===== src/rtl/tl_ul_req_rsp_buffer_pkg.sv =====
// TL-UL types and payload helpers shared by the request/response buffer.
// Optional status outputs are enabled by TL_UL_REQ_RSP_BUFFER_STATUS_EN.
package tl_ul_req_rsp_buffer_pkg;

  typedef enum logic [2:0] {
    PutFullData    = 3'h0,
    PutPartialData = 3'h1,
    Get            = 3'h4
  } tl_a_op_e;

  typedef enum logic [2:0] {
    AccessAck     = 3'h0,
    AccessAckData = 3'h1
  } tl_d_op_e;

  typedef struct packed {
    logic        a_valid;
    logic [2:0]  a_opcode;
    logic [2:0]  a_param;
    logic [1:0]  a_size;
    logic [7:0]  a_source;
    logic [31:0] a_address;
    logic [3:0]  a_mask;
    logic [31:0] a_data;
    logic        d_ready;
  } tl_m2s_t;

  typedef struct packed {
    logic        d_valid;
    logic [2:0]  d_opcode;
    logic [2:0]  d_param;
    logic [1:0]  d_size;
    logic [7:0]  d_source;
    logic        d_sink;
    logic [31:0] d_data;
    logic        d_error;
    logic        a_ready;
  } tl_s2m_t;

  typedef struct packed {
    logic [2:0]  a_opcode;
    logic [2:0]  a_param;
    logic [1:0]  a_size;
    logic [7:0]  a_source;
    logic [31:0] a_address;
    logic [3:0]  a_mask;
    logic [31:0] a_data;
  } tl_a_payload_t;

  typedef struct packed {
    logic [2:0]  d_opcode;
    logic [2:0]  d_param;
    logic [1:0]  d_size;
    logic [7:0]  d_source;
    logic        d_sink;
    logic [31:0] d_data;
    logic        d_error;
  } tl_d_payload_t;

  function automatic tl_a_payload_t a_payload(tl_m2s_t m);
    tl_a_payload_t p;
    p.a_opcode  = m.a_opcode;
    p.a_param   = m.a_param;
    p.a_size    = m.a_size;
    p.a_source  = m.a_source;
    p.a_address = m.a_address;
    p.a_mask    = m.a_mask;
    p.a_data    = m.a_data;
    return p;
  endfunction

  function automatic tl_m2s_t a_to_m2s(tl_a_payload_t p, logic vld,
                                       logic rdy);
    tl_m2s_t m;
    m.a_valid   = vld;
    m.a_opcode  = p.a_opcode;
    m.a_param   = p.a_param;
    m.a_size    = p.a_size;
    m.a_source  = p.a_source;
    m.a_address = p.a_address;
    m.a_mask    = p.a_mask;
    m.a_data    = p.a_data;
    m.d_ready   = rdy;
    return m;
  endfunction

  function automatic tl_d_payload_t d_payload(tl_s2m_t s);
    tl_d_payload_t p;
    p.d_opcode = s.d_opcode;
    p.d_param  = s.d_param;
    p.d_size   = s.d_size;
    p.d_source = s.d_source;
    p.d_sink   = s.d_sink;
    p.d_data   = s.d_data;
    p.d_error  = s.d_error;
    return p;
  endfunction

  function automatic tl_s2m_t d_to_s2m(tl_d_payload_t p, logic vld,
                                       logic rdy);
    tl_s2m_t s;
    s.d_valid  = vld;
    s.d_opcode = p.d_opcode;
    s.d_param  = p.d_param;
    s.d_size   = p.d_size;
    s.d_source = p.d_source;
    s.d_sink   = p.d_sink;
    s.d_data   = p.d_data;
    s.d_error  = p.d_error;
    s.a_ready  = rdy;
    return s;
  endfunction

endpackage


===== src/rtl/tl_ul_req_rsp_buffer_sync_fifo.sv =====
// Registered first-word fall-through FIFO, any depth >= 1.
// Used by tl_ul_req_rsp_buffer (TL_UL_REQ_RSP_BUFFER_STATUS_EN exposes count).
module tl_ul_sync_fifo #(
  parameter int Width = 8,
  parameter int Depth = 2,
  localparam int CW = $clog2(Depth + 1)
) (
  input  logic             clk_i,
  input  logic             rst_i,
  input  logic             wvalid_i,
  output logic             wready_o,
  input  logic [Width-1:0] wdata_i,
  output logic             rvalid_o,
  input  logic             rready_i,
  output logic [Width-1:0] rdata_o,
  output logic [CW-1:0]    count_o
);

  localparam int PW = (Depth > 1) ? $clog2(Depth) : 1;

  if (Depth < 1) begin : g_depth_chk
    $fatal(1, "tl_ul_sync_fifo: Depth must be >= 1");
  end

  logic [Width-1:0] mem [Depth];
  logic [PW-1:0]    wptr, rptr;
  logic [CW-1:0]    count;
  logic             push, pop;

  function automatic logic [PW-1:0] nxt(logic [PW-1:0] p);
    return (p == PW'(Depth - 1)) ? '0 : p + PW'(1);
  endfunction

  assign wready_o = !rst_i && (count != CW'(Depth));
  assign rvalid_o = !rst_i && (count != '0);
  assign push     = wvalid_i && wready_o;
  assign pop      = rvalid_o && rready_i;
  assign rdata_o  = mem[rptr];
  assign count_o  = count;

  // storage, pointers and occupancy
  always_ff @(posedge clk_i) begin
    if (rst_i) begin
      wptr  <= '0;
      rptr  <= '0;
      count <= '0;
      for (int i = 0; i < Depth; i++) mem[i] <= '0;
    end else begin
      if (push) begin
        mem[wptr] <= wdata_i;
        wptr      <= nxt(wptr);
      end
      if (pop) rptr <= nxt(rptr);
      if (push && !pop)      count <= count + CW'(1);
      else if (pop && !push) count <= count - CW'(1);
    end
  end

endmodule


===== src/rtl/tl_ul_req_rsp_buffer.sv =====
// Registered TL-UL A/D buffer with an outstanding-request cap.
// Define TL_UL_REQ_RSP_BUFFER_STATUS_EN for count/outstanding outputs.
module tl_ul_req_rsp_buffer
  import tl_ul_req_rsp_buffer_pkg::*;
#(
  parameter int ReqDepth       = 2,
  parameter int RspDepth       = 2,
  parameter int MaxOutstanding = 4,
  localparam int RqW = $clog2(ReqDepth + 1),
  localparam int RsW = $clog2(RspDepth + 1),
  localparam int OW  = $clog2(MaxOutstanding + 1)
) (
  input  logic           clk_i,
  input  logic           rst_i,
  input  tl_m2s_t        tl_h_i,
  output tl_s2m_t        tl_h_o,
  output tl_m2s_t        tl_d_o,
`ifdef TL_UL_REQ_RSP_BUFFER_STATUS_EN
  input  tl_s2m_t        tl_d_i,
  output logic [RqW-1:0] req_count_o,
  output logic [RsW-1:0] rsp_count_o,
  output logic [OW-1:0]  outstanding_o
`else
  input  tl_s2m_t        tl_d_i
`endif
);

  if (MaxOutstanding < 1) begin : g_max_chk
    $fatal(1, "tl_ul_req_rsp_buffer: MaxOutstanding must be >= 1");
  end

  tl_a_payload_t  req_rdata;
  tl_d_payload_t  rsp_rdata;
  logic           req_wready, req_rvalid;
  logic           rsp_wready, rsp_rvalid;
  logic [RqW-1:0] req_count;
  logic [RsW-1:0] rsp_count;
  logic [OW-1:0]  outst;
  logic           a_ready, a_hs, d_hs;

  assign a_ready = req_wready && (outst < OW'(MaxOutstanding));
  assign a_hs    = tl_h_i.a_valid && a_ready;
  assign d_hs    = rsp_rvalid && tl_h_i.d_ready;

  tl_ul_sync_fifo #(
    .Width($bits(tl_a_payload_t)),
    .Depth(ReqDepth)
  ) u_req_fifo (
    .clk_i    (clk_i),
    .rst_i    (rst_i),
    .wvalid_i (a_hs),
    .wready_o (req_wready),
    .wdata_i  (a_payload(tl_h_i)),
    .rvalid_o (req_rvalid),
    .rready_i (tl_d_i.a_ready),
    .rdata_o  (req_rdata),
    .count_o  (req_count)
  );

  tl_ul_sync_fifo #(
    .Width($bits(tl_d_payload_t)),
    .Depth(RspDepth)
  ) u_rsp_fifo (
    .clk_i    (clk_i),
    .rst_i    (rst_i),
    .wvalid_i (tl_d_i.d_valid),
    .wready_o (rsp_wready),
    .wdata_i  (d_payload(tl_d_i)),
    .rvalid_o (rsp_rvalid),
    .rready_i (tl_h_i.d_ready),
    .rdata_o  (rsp_rdata),
    .count_o  (rsp_count)
  );

  assign tl_d_o = a_to_m2s(req_rdata, req_rvalid, rsp_wready);
  assign tl_h_o = d_to_s2m(rsp_rdata, rsp_rvalid, a_ready);

  // requests accepted from the host but not yet answered
  always_ff @(posedge clk_i) begin
    if (rst_i) begin
      outst <= '0;
    end else begin
      unique case (1'b1)
        a_hs && !d_hs: outst <= outst + OW'(1);
        d_hs && !a_hs: outst <= outst - OW'(1);
        default:       outst <= outst;
      endcase
    end
  end

`ifdef TL_UL_REQ_RSP_BUFFER_STATUS_EN
  assign req_count_o   = req_count;
  assign rsp_count_o   = rsp_count;
  assign outstanding_o = outst;
`endif

  a_no_underflow: assert property (@(posedge clk_i) disable iff (rst_i)
    !(d_hs && !a_hs && outst == '0));

  a_req_bound: assert property (@(posedge clk_i) disable iff (rst_i)
    req_count <= RqW'(ReqDepth));

  a_rsp_bound: assert property (@(posedge clk_i) disable iff (rst_i)
    rsp_count <= RsW'(RspDepth));

endmodule


===== config.mk =====
export PLATFORM = sky130hd
export DESIGN_NAME = tl_ul_req_rsp_buffer
export DESIGN_NICKNAME = d
export VERILOG_FILES = /design/src/rtl/tl_ul_req_rsp_buffer_pkg.sv /design/src/rtl/tl_ul_req_rsp_buffer_sync_fifo.sv /design/src/rtl/tl_ul_req_rsp_buffer.sv
export SDC_FILE = /design/constraint.sdc
export NUM_CORES = 1
export LEC_CHECK = 0
export CAP_MARGIN = 10
export CORE_ASPECT_RATIO = 0.5
export CORE_MARGIN = 2
export CORE_UTILIZATION = 48
export CTS_BUF_LIST = sky130_fd_sc_hd__clkbuf_8
export DETAILED_ROUTE_END_ITERATION = 6
export GPL_TIMING_DRIVEN = 0
export PLACE_DENSITY = 0.77
export SLEW_MARGIN = 25
export SYNTH_ARGS = -nofsm -noshare
export SYNTH_HDL_FRONTEND = slang
export SYNTH_SLANG_ARGS = --single-unit

===== constraint.sdc =====
create_clock -name clk_i -period 5.8 [get_ports clk_i]
set_input_delay 0.58 -clock clk_i [delete_from_list [all_inputs] [get_ports clk_i]]
set_output_delay 0.58 -clock clk_i [all_outputs]
set_load 0.01 [all_outputs]

Word-level counts from Yosys, hierarchy flattened
Memories as Yosys holds them, arrays and structs flattened. A register that Yosys moved wholly into a read port is not among the register bits.
Cells that the tools add are included.
{ "totals": {"ff_bits": 11, "latch_bits": 0, "ram_bits": 268, "mem_bits_ro": 0, "in_bits": 140, "out_inout_bits": 138, "wordCells": 78, "mem_count": 2} }
{ "mem_list": {"columns": ["memory", "words", "width", "read_ports", "rd_clocked_by_memory_dff", "write_ports", "line_no", "source"], "rows": [
  ["u_req_fifo.mem", 2, 84, 1, 1, 2, "tl_ul_req_rsp_buffer_sync_fifo.sv:25", "logic [Width-1:0] mem [Depth];"],
  ["u_rsp_fifo.mem", 2, 50, 1, 1, 2, "tl_ul_req_rsp_buffer_sync_fifo.sv:25", null]
]} }
{ "classes": {"add_sub_neg": 10, "n_mul": 0, "div_mod_pow": 0, "n_lt_le_gt_ge": 1, "eq_ne": 2, "n_shift": 0, "mux": 27, "n_bitwise": 0, "n_reduce_logical": 29} }
{ "ops": {"columns": ["op", "n"], "rows": [
  ["84-bit 2-to-1 mux", 1],
  ["84-bit OR reduction", 1],
  ["50-bit 2-to-1 mux", 1],
  ["50-bit OR reduction", 1],
  ["1-bit 2-to-1 mux", 20],
  ["1-bit logical AND", 16],
  ["2-bit nonzero test", 5],
  ["2-bit 2-to-1 mux", 4],
  ["1-bit logical NOT", 6],
  ["3-bit one-hot mux with 2 select lines", 1],
  ["1-bit adder, second input constant", 4],
  ["2-bit by 1-bit adder with 2-bit output, second input constant", 2],
  ["2-bit inequality test, second input constant", 2],
  ["2-bit by 1-bit subtractor with 2-bit output, second input constant", 2],
  ["3-bit by 1-bit adder with 3-bit output, second input constant", 1],
  ["3-bit < comparator, second input constant", 1],
  ["3-bit by 1-bit subtractor with 3-bit output, second input constant", 1]
]} }

Depth between registers and ports, before layout
Gate-level depths: netlist of the first run.
{ "logic_depth": {"ltp_word": 10, "ltp_mapped": 8, "mapped_depth_nobuf": 8} }

Cells and area by module
Synthesis of the first run repeated with hierarchy kept, for this count alone.
{ "hier_totals": {"hier_cells": 953, "hier_area_um2": 12544.5} }
{ "modules_own_cells": {"columns": ["module", "n_inst", "cells_per_inst", "area_per_inst_um2", "seq_area_each_um2"], "rows": [
  ["tl_ul_sync_fifo (u_req_fifo)", 1, 573, 7400.8, 5144.9],
  ["tl_ul_sync_fifo (u_rsp_fifo)", 1, 355, 4939.7, 3103.0],
  ["tl_ul_req_rsp_buffer", 1, 25, 203.9, 60.1]
]} }

Worst setup path after synthesis of the first run
No wires, ideal clock.
{ "synth_timing": {"path_kind": "input to register", "from": "input port rst_i", "to": "memory u_req_fifo.mem[0][0] (netlist name), enable pin", "setup_ns": 0.406, "arrival_ns": 2.315, "required_time_ns": 5.394, "path_slack_ns": 3.078, "stages": 4, "n_path_buf": 1, "cell_sequence": "or2_4 nor4_4 buf_6 or2_2"} }
{ "synth_rtl": {"columns": ["element", "line_no", "source"], "rows": [
  ["start, declared", "tl_ul_req_rsp_buffer.sv:14", "input logic rst_i,"],
  ["end, declared", "tl_ul_req_rsp_buffer_sync_fifo.sv:25", null]
]} }

==> impl_metrics.env, run 1 <==
export IMPL_switching_share_pct=25.7
export IMPL_internal_power_w=0.00383
export IMPL_clk_latency_ps=540
export IMPL_die_height_um=117
export IMPL_ir_worst_vdd_v=0.000160
export IMPL_root_buffer="clkbuf_8"
export IMPL_final_setup_tns_ps=0
export IMPL_drt_iter0_markers=292
export IMPL_grt_pass1_wl_mm=40.3
export IMPL_muxShareOfSynthArea_pct=12.8
export IMPL_drt_wl_total_mm=26.9
export IMPL_layout_common_cells="clkdlybuf4s50_1 (277), and2_1 (268), edfxtp_1 (268)"
export IMPL_diodes=0
export IMPL_syn_avg_cell_area_sq_um=15.5
export IMPL_cp_required_ps=5220
export IMPL_cts_tree="built"
export IMPL_report_final_hold_viol_count=0
export IMPL_cts_sinks=281
export IMPL_fin_util_pct=64.7
export IMPL_worstMarginPinSlew_ps=755
export IMPL_period_needed_ps=3240
export IMPL_rsz0062_at_grt="no"
export IMPL_hold_path_class="reg2reg"
export IMPL_chipWidth_um=230
export IMPL_finClkSkew_ps=15.3
export IMPL_rows=41
export IMPL_fp_dieArea_sq_mm=0.0268
export IMPL_h_tree_depth=2
export IMPL_path_clk_slew_ps=60
export IMPL_wl_per_cell_um=18.1
export IMPL_cts_setup_buffers=0
export IMPL_synth_fa_ha_area_share_pct=0.471
export IMPL_ys_types=34
export IMPL_crit_arrival_ps=2660
export IMPL_power_share_clock_pct=27.9
export IMPL_synth_simple_gate_area_share_pct=15.4
export IMPL_synth_ff_type="edfxtp_1"
export IMPL_combPwrFrac_pct=23.6
export IMPL_max_slew_margin_pct=49.6
export IMPL_synth_edf_count=268
export IMPL_cellPowerDensity_mw_per_mm2=318
export IMPL_crit_path_end_kind="output port"
export IMPL_crit_type="reg2out"
export IMPL_crit_fanout=10
export IMPL_yosys_area_top_type_share_pct=65.9
export IMPL_maxSlewViolCount=0
export IMPL_syn_inst=789
export IMPL_p_leak_nw=6.22
export IMPL_grt_usage_pct=19.6
export IMPL_grt_overflow_total=0
export IMPL_layout_commonest_cell="clkdlybuf4s50_1"
export IMPL_grt_max_degree=51
export IMPL_synth_seq_cells=281
export IMPL_post_route_drc_count=0
export IMPL_synth_largest_area_cell="edfxtp_1"
export IMPL_pwr_share_seq_pct=48.5
export IMPL_async_flop_share_pct=0
export IMPL_place_congestion=0.736
export IMPL_pin_count=278
export IMPL_fmax_mhz=308
export IMPL_final_nets=1257
export IMPL_area_growth_pct=32.9
export IMPL_ys_warn_count=0
export IMPL_via_count=7196
export IMPL_yosys_top_cells_area="edfxtp_1 (66%), and2_1 (14%), mux2_2 (12%)"
export IMPL_seq_area_frac_synth_pct=68.0
export IMPL_initial_utilization_pct=48.7
export IMPL_hold_ws_ps=456
export IMPL_synth_top_family_by_area="simple AND/OR/NAND/NOR gates"
export IMPL_maxCapViolCount=0
export IMPL_post_route_period_util_pct=55.9
export IMPL_fin_ws_ps=2560
export IMPL_ant_nets=0
export IMPL_io_buffers=277
export IMPL_synthXorXnorAreaFrac_pct=0.430
export IMPL_synth_nets=933
export IMPL_final_layout_size_suffix_gt1_share_pct=20.4
export IMPL_status="finished clean"
export IMPL_grt_pass1_vias=7591
export IMPL_syn_cell_area_sq_mm=0.0122
export IMPL_startpoint_type="flop"
export IMPL_clk_path_buf_depth=3
export IMPL_avgViaCountPerCell=4.84
export IMPL_setup_viol=0
export IMPL_synth_compound_area_share_pct=0.584
export IMPL_coreArea_sq_mm=0.0251
export IMPL_first_pass_iters=4
export IMPL_cts_buffers=41
export IMPL_cts_hold_buf=0
export IMPL_dp_hpwl_mm=18.3
export IMPL_antenna_found_initial=1
export IMPL_post_cts_resized=0
export IMPL_power_switching_w=0.00133
export IMPL_dp_slack_ps=2870
export IMPL_total_power_w=0.00516
[stage by stage]
stage	cell area, sq um	std cells
2_1_floorplan	12200	789
3_3_place_gp	15400	1410
3_5_place_dp	15500	1414
4_1_cts	16200	1488
5_1_grt	16200	1488
6_report	16200	1488
[Yosys cell counts, drive strengths merged (3+ instances only)]
cell    number
and2       268
edfxtp     268
mux2       134
clkbuf      27
buf         21
dfxtp       13
nor2         7
nand2        6
mux2i        5
or2          5
xor2         5
inv          4
ha           3
nor3         3
[worst max-delay path, stage by stage (launching register included)]
cell,delay [ps]
dfxtp_1,340
clkbuf_1,510
buf_2,380
mux2_2,370
clkdlybuf4s50_1,520
[logic make-up after synthesis]
family | Yosys count
AO/OA/AOI/OAI | 10
AND/OR/NAND/NOR | 297
adder cells (fa/ha/maj) | 4
XOR/XNOR | 6
buffers and inverters | 52
multiplexers | 139
flip-flops | 281
[power by group through the flow]
stage | registers [W] | logic (W) | clock network (W)
6_report | 0.00250 | 0.00122 | 0.00144
5_1_grt | 0.00252 | 0.00130 | 0.00157
4_1_cts | 0.00250 | 0.00124 | 0.00148
3_5_place_dp | 0.00255 | 0.00123 | 0
3_3_place_gp | 0.00254 | 0.00120 | 0
2_1_floorplan | 0.00253 | 0.000610 | 0
[sequential cells by signal, summed over array words and instances (netlist names), named ones only]
register	count
u_req_fifo.mem	168
u_rsp_fifo.mem	100
outst	3
u_req_fifo.count_o	2
u_rsp_fifo.count_o	2
u_req_fifo.rptr	1
u_req_fifo.wptr	1
u_rsp_fifo.rptr	1
u_rsp_fifo.wptr	1
[path summary, 6_finish.rpt]
kind	from	endpoint	slack (ps)	cells after the start
setup / recovery	flop	tl_d_o[76]	2560	4
hold / removal	u_rsp_fifo.rptr	u_rsp_fifo.rptr	460	1
setup reg to reg	u_rsp_fifo.count_o[0]	u_rsp_fifo.mem[1][16]	3710	3
hold reg to reg	u_rsp_fifo.rptr	u_rsp_fifo.rptr	460	1
[per-layer routing]
| metal | track usage, % | vias to the layer above | part of all wire [%] |
|---|---|---|---|
| met4 | 5.63 | 0 | 1.8 |
| met1 | 22.9 | 3558 | 40 |
| li1 | - | 3443 | - |
| met5 | 0 | - | 0 |
| met2 | 35.8 | 157 | 52 |
| met3 | 5.74 | 38 | 5.7 |
[layout make-up]
cell class / instances / area, sq um
repair buffers: 281 / 2850
fillers: 1821 / 8860
plain buffers: 48 / 268
clock inverters: 30 / 119
flip-flops and latches: 281 / 8310
well taps: 344 / 430
inverters: 4 / 15.0
multi-input cells: 456 / 3630
clock buffers: 44 / 606
No activity file was read; power rests on OpenSTA's default activity.
==> run 2: changes to the inputs <==
--- a/config.mk
+++ b/config.mk
@@ -8,11 +8,11 @@
 export CAP_MARGIN = 10
 export CORE_ASPECT_RATIO = 0.5
 export CORE_MARGIN = 2
-export CORE_UTILIZATION = 48
+export CORE_UTILIZATION = 47
 export CTS_BUF_LIST = sky130_fd_sc_hd__clkbuf_8
 export DETAILED_ROUTE_END_ITERATION = 6
 export GPL_TIMING_DRIVEN = 0
-export PLACE_DENSITY = 0.77
+export PLACE_DENSITY = 0.79
 export SLEW_MARGIN = 25
 export SYNTH_ARGS = -nofsm -noshare
 export SYNTH_HDL_FRONTEND = slang
==> constraint.sdc (replaced) <==
create_clock -name clk_i -period 2.7 [get_ports clk_i]
set_input_delay 0.27 -clock clk_i [delete_from_list [all_inputs] [get_ports clk_i]]
set_output_delay 0.27 -clock clk_i [all_outputs]
set_load 0.01 [all_outputs]
==> impl_metrics.env, run 2 (same netlist as run 1, synthesis figures left out) <==
export IMPL_status="finished clean"
export IMPL_via_count=7253
export IMPL_maxSlewViolCount=0
export IMPL_chipWidth_um=232
export IMPL_cts_setup_buffers=0
export IMPL_h_tree_depth=2
export IMPL_crit_type="reg2out"
export IMPL_largest_reg_flops=168
export IMPL_dp_hpwl_mm=18.4
export IMPL_report_final_hold_viol_count=0
export IMPL_drt_wl_total_mm=27.1
export IMPL_crit_arrival_ps=2290
export IMPL_cts_tree="built"
export IMPL_dr_wl_met3_mm=1.66
export IMPL_final_nets=1255
export IMPL_p_leak_nw=6.19
export IMPL_antenna_found_initial=2
export IMPL_startpoint_type="flop"
export IMPL_worstMarginPinSlew_ps=750
export IMPL_fin_ws_ps=137
export IMPL_grt_max_degree=51
export IMPL_cts_hold_buf=0
export IMPL_rsz0062_at_grt="no"
export IMPL_initial_utilization_pct=48.2
export IMPL_crit_fanout=10
export IMPL_clk_path_buf_depth=3
export IMPL_fmax_mhz=390
export IMPL_die_height_um=118
export IMPL_fp_dieArea_sq_mm=0.0274
export IMPL_post_route_drc_count=0
export IMPL_ant_nets=0
export IMPL_period_needed_ps=2560
export IMPL_area_growth_pct=32.8
export IMPL_cts_buffers=41
export IMPL_post_route_period_util_pct=94.9
export IMPL_grt_pass1_vias=7798
export IMPL_maxCapViolCount=0
export IMPL_pin_count=278
export IMPL_grt_overflow_total=0
export IMPL_crit_path_end_kind="output port"
export IMPL_first_pass_iters=4
export IMPL_top_regs="u_req_fifo.mem: 168 flops, u_rsp_fifo.mem: 100 flops, outst: 3 flops"
export IMPL_grt_usage_pct=20.0
export IMPL_clk_latency_ps=550
export IMPL_final_layout_size_suffix_gt1_share_pct=20.3
export IMPL_cts_sinks=281
export IMPL_rows=41
export IMPL_wl_per_cell_um=18.3
export IMPL_fin_util_pct=64.0
export IMPL_finClkSkew_ps=9.18
export IMPL_layout_common_cells="clkdlybuf4s50_1 (277), and2_1 (268), edfxtp_1 (268)"
export IMPL_max_slew_margin_pct=50.0
export IMPL_grt_pass1_wl_mm=42.0
export IMPL_total_power_w=0.0111
export IMPL_hold_path_class="in2reg"
export IMPL_regMostFlops="u_req_fifo.mem"
export IMPL_met1Wirelength_mm=10.7
export IMPL_top_layer="met4"
export IMPL_met2_length_mm=14.0
export IMPL_cp_required_ps=2430
export IMPL_place_area_sq_mm=0.0155
export IMPL_cellPowerDensity_mw_per_mm2=684
export IMPL_coreArea_sq_mm=0.0253
export IMPL_avgViaCountPerCell=4.88
export IMPL_layout_commonest_cell="clkdlybuf4s50_1"
export IMPL_fin_area_sq_mm=0.0162
export IMPL_dp_slack_ps=-205
export IMPL_ir_worst_vdd_v=0.000402
export IMPL_io_buffers=277
export IMPL_path_clk_slew_ps=70
export IMPL_root_buffer="clkbuf_8"
export IMPL_place_congestion=0.753
export IMPL_drt_iter0_markers=415
export IMPL_setup_viol=0
[run 2: stage by stage]
stage          TNS (ps)  instances  hold WS [ps]
6_report              0       1486           389
5_1_grt               0       1486           358
4_1_cts               0       1485           352
3_5_place_dp     -18040       1412           457
3_3_place_gp    -192950       1410           446
2_1_floorplan         0        789           433
[run 2: final timing paths]
check	from	to	slack, ps	depth (start not counted)
max	flop	tl_d_o[40]	140	4
min	tl_h_i[84]	u_req_fifo.mem[0][83]	390	2
max reg2reg	outst[2]	u_req_fifo.mem[1][65]	350	5
min reg2reg	u_req_fifo.rptr	flop	470	1
[run 2: timing repair]
action / in CTS / in global routing
resized for setup: 7 / 3
gates cloned: 0 / 0
setup endpoints to repair: 60 / 18
[run 2: power breakdown]
part	total [W]	leakage (nW)	internal, W	switching (W)
Sequential	0.00538	2.91	0.00526	0.000120
Combinational	0.00263	2.86	0.00149	0.00114
Clock	0.00308	0.423	0.00147	0.00161
Total	0.0111	6.19	0.00822	0.00287
[run 2: area by class of cell]
type | count | area, sq um
well taps | 344 | 430
fillers | 1934 | 9130
plain buffers | 48 | 288
diodes | 1 | 2.50
inverters | 4 | 15.0
clock inverters | 30 | 119
flip-flops and latches | 281 | 8310
clock buffers | 43 | 592
multi-input cells | 456 | 3630
repair buffers | 279 | 2830
[run 2: worst max-delay path: stages (launching register included)]
cell	delay [ps]
dfxtp_1	360
clkbuf_4	270
clkbuf_4	270
mux2_2	350
clkdlybuf4s50_1	490
[run 2: routing by layer]
| metal | vias up | track usage [%] |
|---|---|---|
| met3 | 58 | 5.50 |
| li1 | 3447 | - |
| met2 | 182 | 34.8 |
| met5 | - | 0 |
| met4 | 0 | 8.05 |
| met1 | 3566 | 23.3 |
==> run 3: changes to the inputs <==
--- a/config.mk
+++ b/config.mk
@@ -12,8 +12,10 @@
 export CTS_BUF_LIST = sky130_fd_sc_hd__clkbuf_8
 export DETAILED_ROUTE_END_ITERATION = 6
 export GPL_TIMING_DRIVEN = 0
-export PLACE_DENSITY = 0.79
+export PLACE_DENSITY = 0.78
 export SLEW_MARGIN = 25
 export SYNTH_ARGS = -nofsm -noshare
 export SYNTH_HDL_FRONTEND = slang
+export SYNTH_HIERARCHICAL = 1
 export SYNTH_SLANG_ARGS = --single-unit
+export TNS_END_PERCENT = 50
==> impl_metrics.env, run 3 <==
export IMPL_report_final_hold_viol_count=0
export IMPL_yosys_area_top_type_share_pct=64.2
export IMPL_drt_iter0_markers=455
export IMPL_rows=42
export IMPL_synth_most_common_cell="edfxtp_1"
export IMPL_syn_avg_cell_area_sq_um=13.2
export IMPL_first_pass_iters=5
export IMPL_via_count=8326
export IMPL_clk_latency_ps=550
export IMPL_synth_nets=1097
export IMPL_maxSlewViolCount=0
export IMPL_final_layout_size_suffix_gt1_share_pct=21.0
export IMPL_yosys_top_cells_area="edfxtp_1 (64%), mux2_2 (11%), nor2_1 (7.0%)"
export IMPL_crit_arrival_ps=2320
export IMPL_worstMarginPinSlew_ps=771
export IMPL_clk_path_buf_depth=3
export IMPL_layout_commonest_cell="clkdlybuf4s50_1"
export IMPL_top_regs="u_req_fifo/mem: 168 flops, u_rsp_fifo/mem: 100 flops, outst: 3 flops"
export IMPL_cts_tree="built"
export IMPL_switching_share_pct=27.1
export IMPL_wl_per_cell_um=17.7
export IMPL_pin_count=278
export IMPL_ys_warn_count=6
export IMPL_power_switching_w=0.00307
export IMPL_chipWidth_um=235
export IMPL_status="finished clean"
export IMPL_cp_required_ps=2430
export IMPL_seq_area_frac_synth_pct=66.2
export IMPL_post_route_period_util_pct=95.8
export IMPL_synth_seq_cells=281
export IMPL_ys_types=29
export IMPL_crit_path_end_kind="output port"
export IMPL_combPwrFrac_pct=24.8
export IMPL_cts_hold_buf=0
export IMPL_place_congestion=0.794
export IMPL_cts_buffers=42
export IMPL_final_nets=1427
export IMPL_ir_worst_vdd_v=0.000425
export IMPL_h_tree_depth=2
export IMPL_path_clk_slew_ps=60
export IMPL_power_share_clock_pct=28.2
export IMPL_syn_inst=953
export IMPL_synth_ff_type="edfxtp_1"
export IMPL_initial_utilization_pct=47.6
export IMPL_finClkSkew_ps=17.0
export IMPL_maxCapViolCount=0
export IMPL_grt_pass1_wl_mm=45.1
export IMPL_ys_top_cells_by_count="edfxtp_1 (268), nor2_1 (233), nand2_1 (137)"
export IMPL_diodes=0
export IMPL_avgViaCountPerCell=5.00
export IMPL_area_growth_pct=33.2
export IMPL_hold_ws_ps=132
export IMPL_antenna_found_initial=0
export IMPL_setup_viol=0
export IMPL_max_slew_margin_pct=48.6
export IMPL_internal_power_w=0.00824
export IMPL_hold_path_class="in2reg"
export IMPL_cellPowerDensity_mw_per_mm2=677
export IMPL_die_height_um=120
export IMPL_grt_overflow_total=0
export IMPL_synth_edf_count=268
export IMPL_regMostFlops="u_req_fifo/mem"
export IMPL_post_route_drc_count=0
export IMPL_pwr_share_seq_pct=47.0
export IMPL_syn_cell_area_sq_mm=0.0125
export IMPL_largest_reg_flops=168
export IMPL_crit_type="reg2out"
export IMPL_fmax_mhz=386
export IMPL_fp_dieArea_sq_mm=0.0281
export IMPL_startpoint_type="flop"
export IMPL_coreArea_sq_mm=0.0263
export IMPL_path_cells="buf_2 > clkbuf_4 > mux2_2 > clkdlybuf4s50_1"
export IMPL_crit_fanout=10
export IMPL_grt_max_degree=51
export IMPL_grt_pass1_vias=8627
export IMPL_period_needed_ps=2590
export IMPL_critPathSlowestCell="clkdlybuf4s50_1"
export IMPL_grt_usage_pct=20.5
export IMPL_layout_common_cells="clkdlybuf4s50_1 (275), edfxtp_1 (268), nor2_1 (233)"
export IMPL_io_buffers=276
export IMPL_cts_sinks=281
export IMPL_ant_nets=0
export IMPL_synth_largest_area_cell="edfxtp_1"
export IMPL_p_leak_nw=6.08
export IMPL_cpPeakStageDelay_ps=500
export IMPL_drt_wl_total_mm=29.5
export IMPL_root_buffer="clkbuf_8"
export IMPL_async_flop_share_pct=0
export IMPL_dp_hpwl_mm=20.0
export IMPL_total_power_w=0.0113
==> run 3: what timing repair did <==
item                                    4_1_cts  5_1_grt
pin swaps                                     1        0
cloned                                        3        0
endpoints found under the setup margin      203       98
gates resized for setup                      10        4
buffers inserted                              0        4
==> run 3: metrics by stage <==
| step | cells | setup slack, ps | TNS (ps) | utilization [%] | cell area (sq um) |
|---|---|---|---|---|---|
| after CTS | 1662 | 2.80 | 0 | 63.3 | 16700 |
| after global placement | 1581 | -1880 | -339900 | 59.8 | 15800 |
| after detailed placement | 1585 | -1080 | -201920 | 60.3 | 15900 |
| after global routing | 1666 | -3.97 | -7.30 | 63.5 | 16700 |
| after floorplan | 953 | -107 | -8960 | - | 12600 |
| final | 1666 | 112 | 0 | 63.5 | 16700 |
==> run 3: critical path: cells and delay by family, from the launching register on <==
| family | cells | cell delay (ps) |
|---|---|---|
| buf+inv | 3 | 1080 |
| mux | 1 | 360 |
| flops | 1 | 340 |
==> run 3: layout make-up <==
class	instances	area, sq um
Inverter	6	22.5
Clock buffer	47	647
Tap cell	352	440
Multi-Input combinational cell	603	3860
Sequential cell	281	8310
Timing Repair Buffer	284	2880
Buffer	65	440
Fill cell	2002	9620
Clock inverter	28	113
==> run 3: routing by layer <==
metal | global-route usage [%] | wire length (um) | up-vias
met5 | 0 | 0 | -
met4 | 6.13 | 706 | 0
met3 | 5.18 | 1720 | 48
met2 | 36.6 | 15300 | 224
met1 | 24.6 | 11800 | 4103
li1 | - | - | 3951
==> run 3: path summary, 6_finish.rpt <==
check                                            from               endpoint  slack, ps  cells past startpoint
worst min-delay path                            rst_i               outst[0]        130                      2
worst min register to register               outst[1]               outst[1]        500                      2
worst max-delay path                             flop             tl_d_o[46]        110                      4
worst max register to register  u_req_fifo/count_o[0]  u_req_fifo/mem[0][18]        170                      9
==> run 3: power groups by stage <==
stage	combinational [W]	clock (W)	sequential, W
after global routing	0.00298	0.00346	0.00535
after global placement	0.00273	0	0.00540
after floorplan	0.00146	0	0.00538
after CTS	0.00282	0.00328	0.00532
final	0.00280	0.00319	0.00532
after detailed placement	0.00278	0	0.00541
==> run 3: logic make-up (layout without fill, tap and decap cells) <==
logic type	count (synthesis)	in the layout	share of synthesized area (%)
simple gates	439	441	16.5
flops	281	281	66.2
mux	134	134	12.0
buf+inv	72	430	3.54
compound gates	15	16	0.658
xor+xnor	8	8	0.559
fa+ha+maj	4	4	0.459
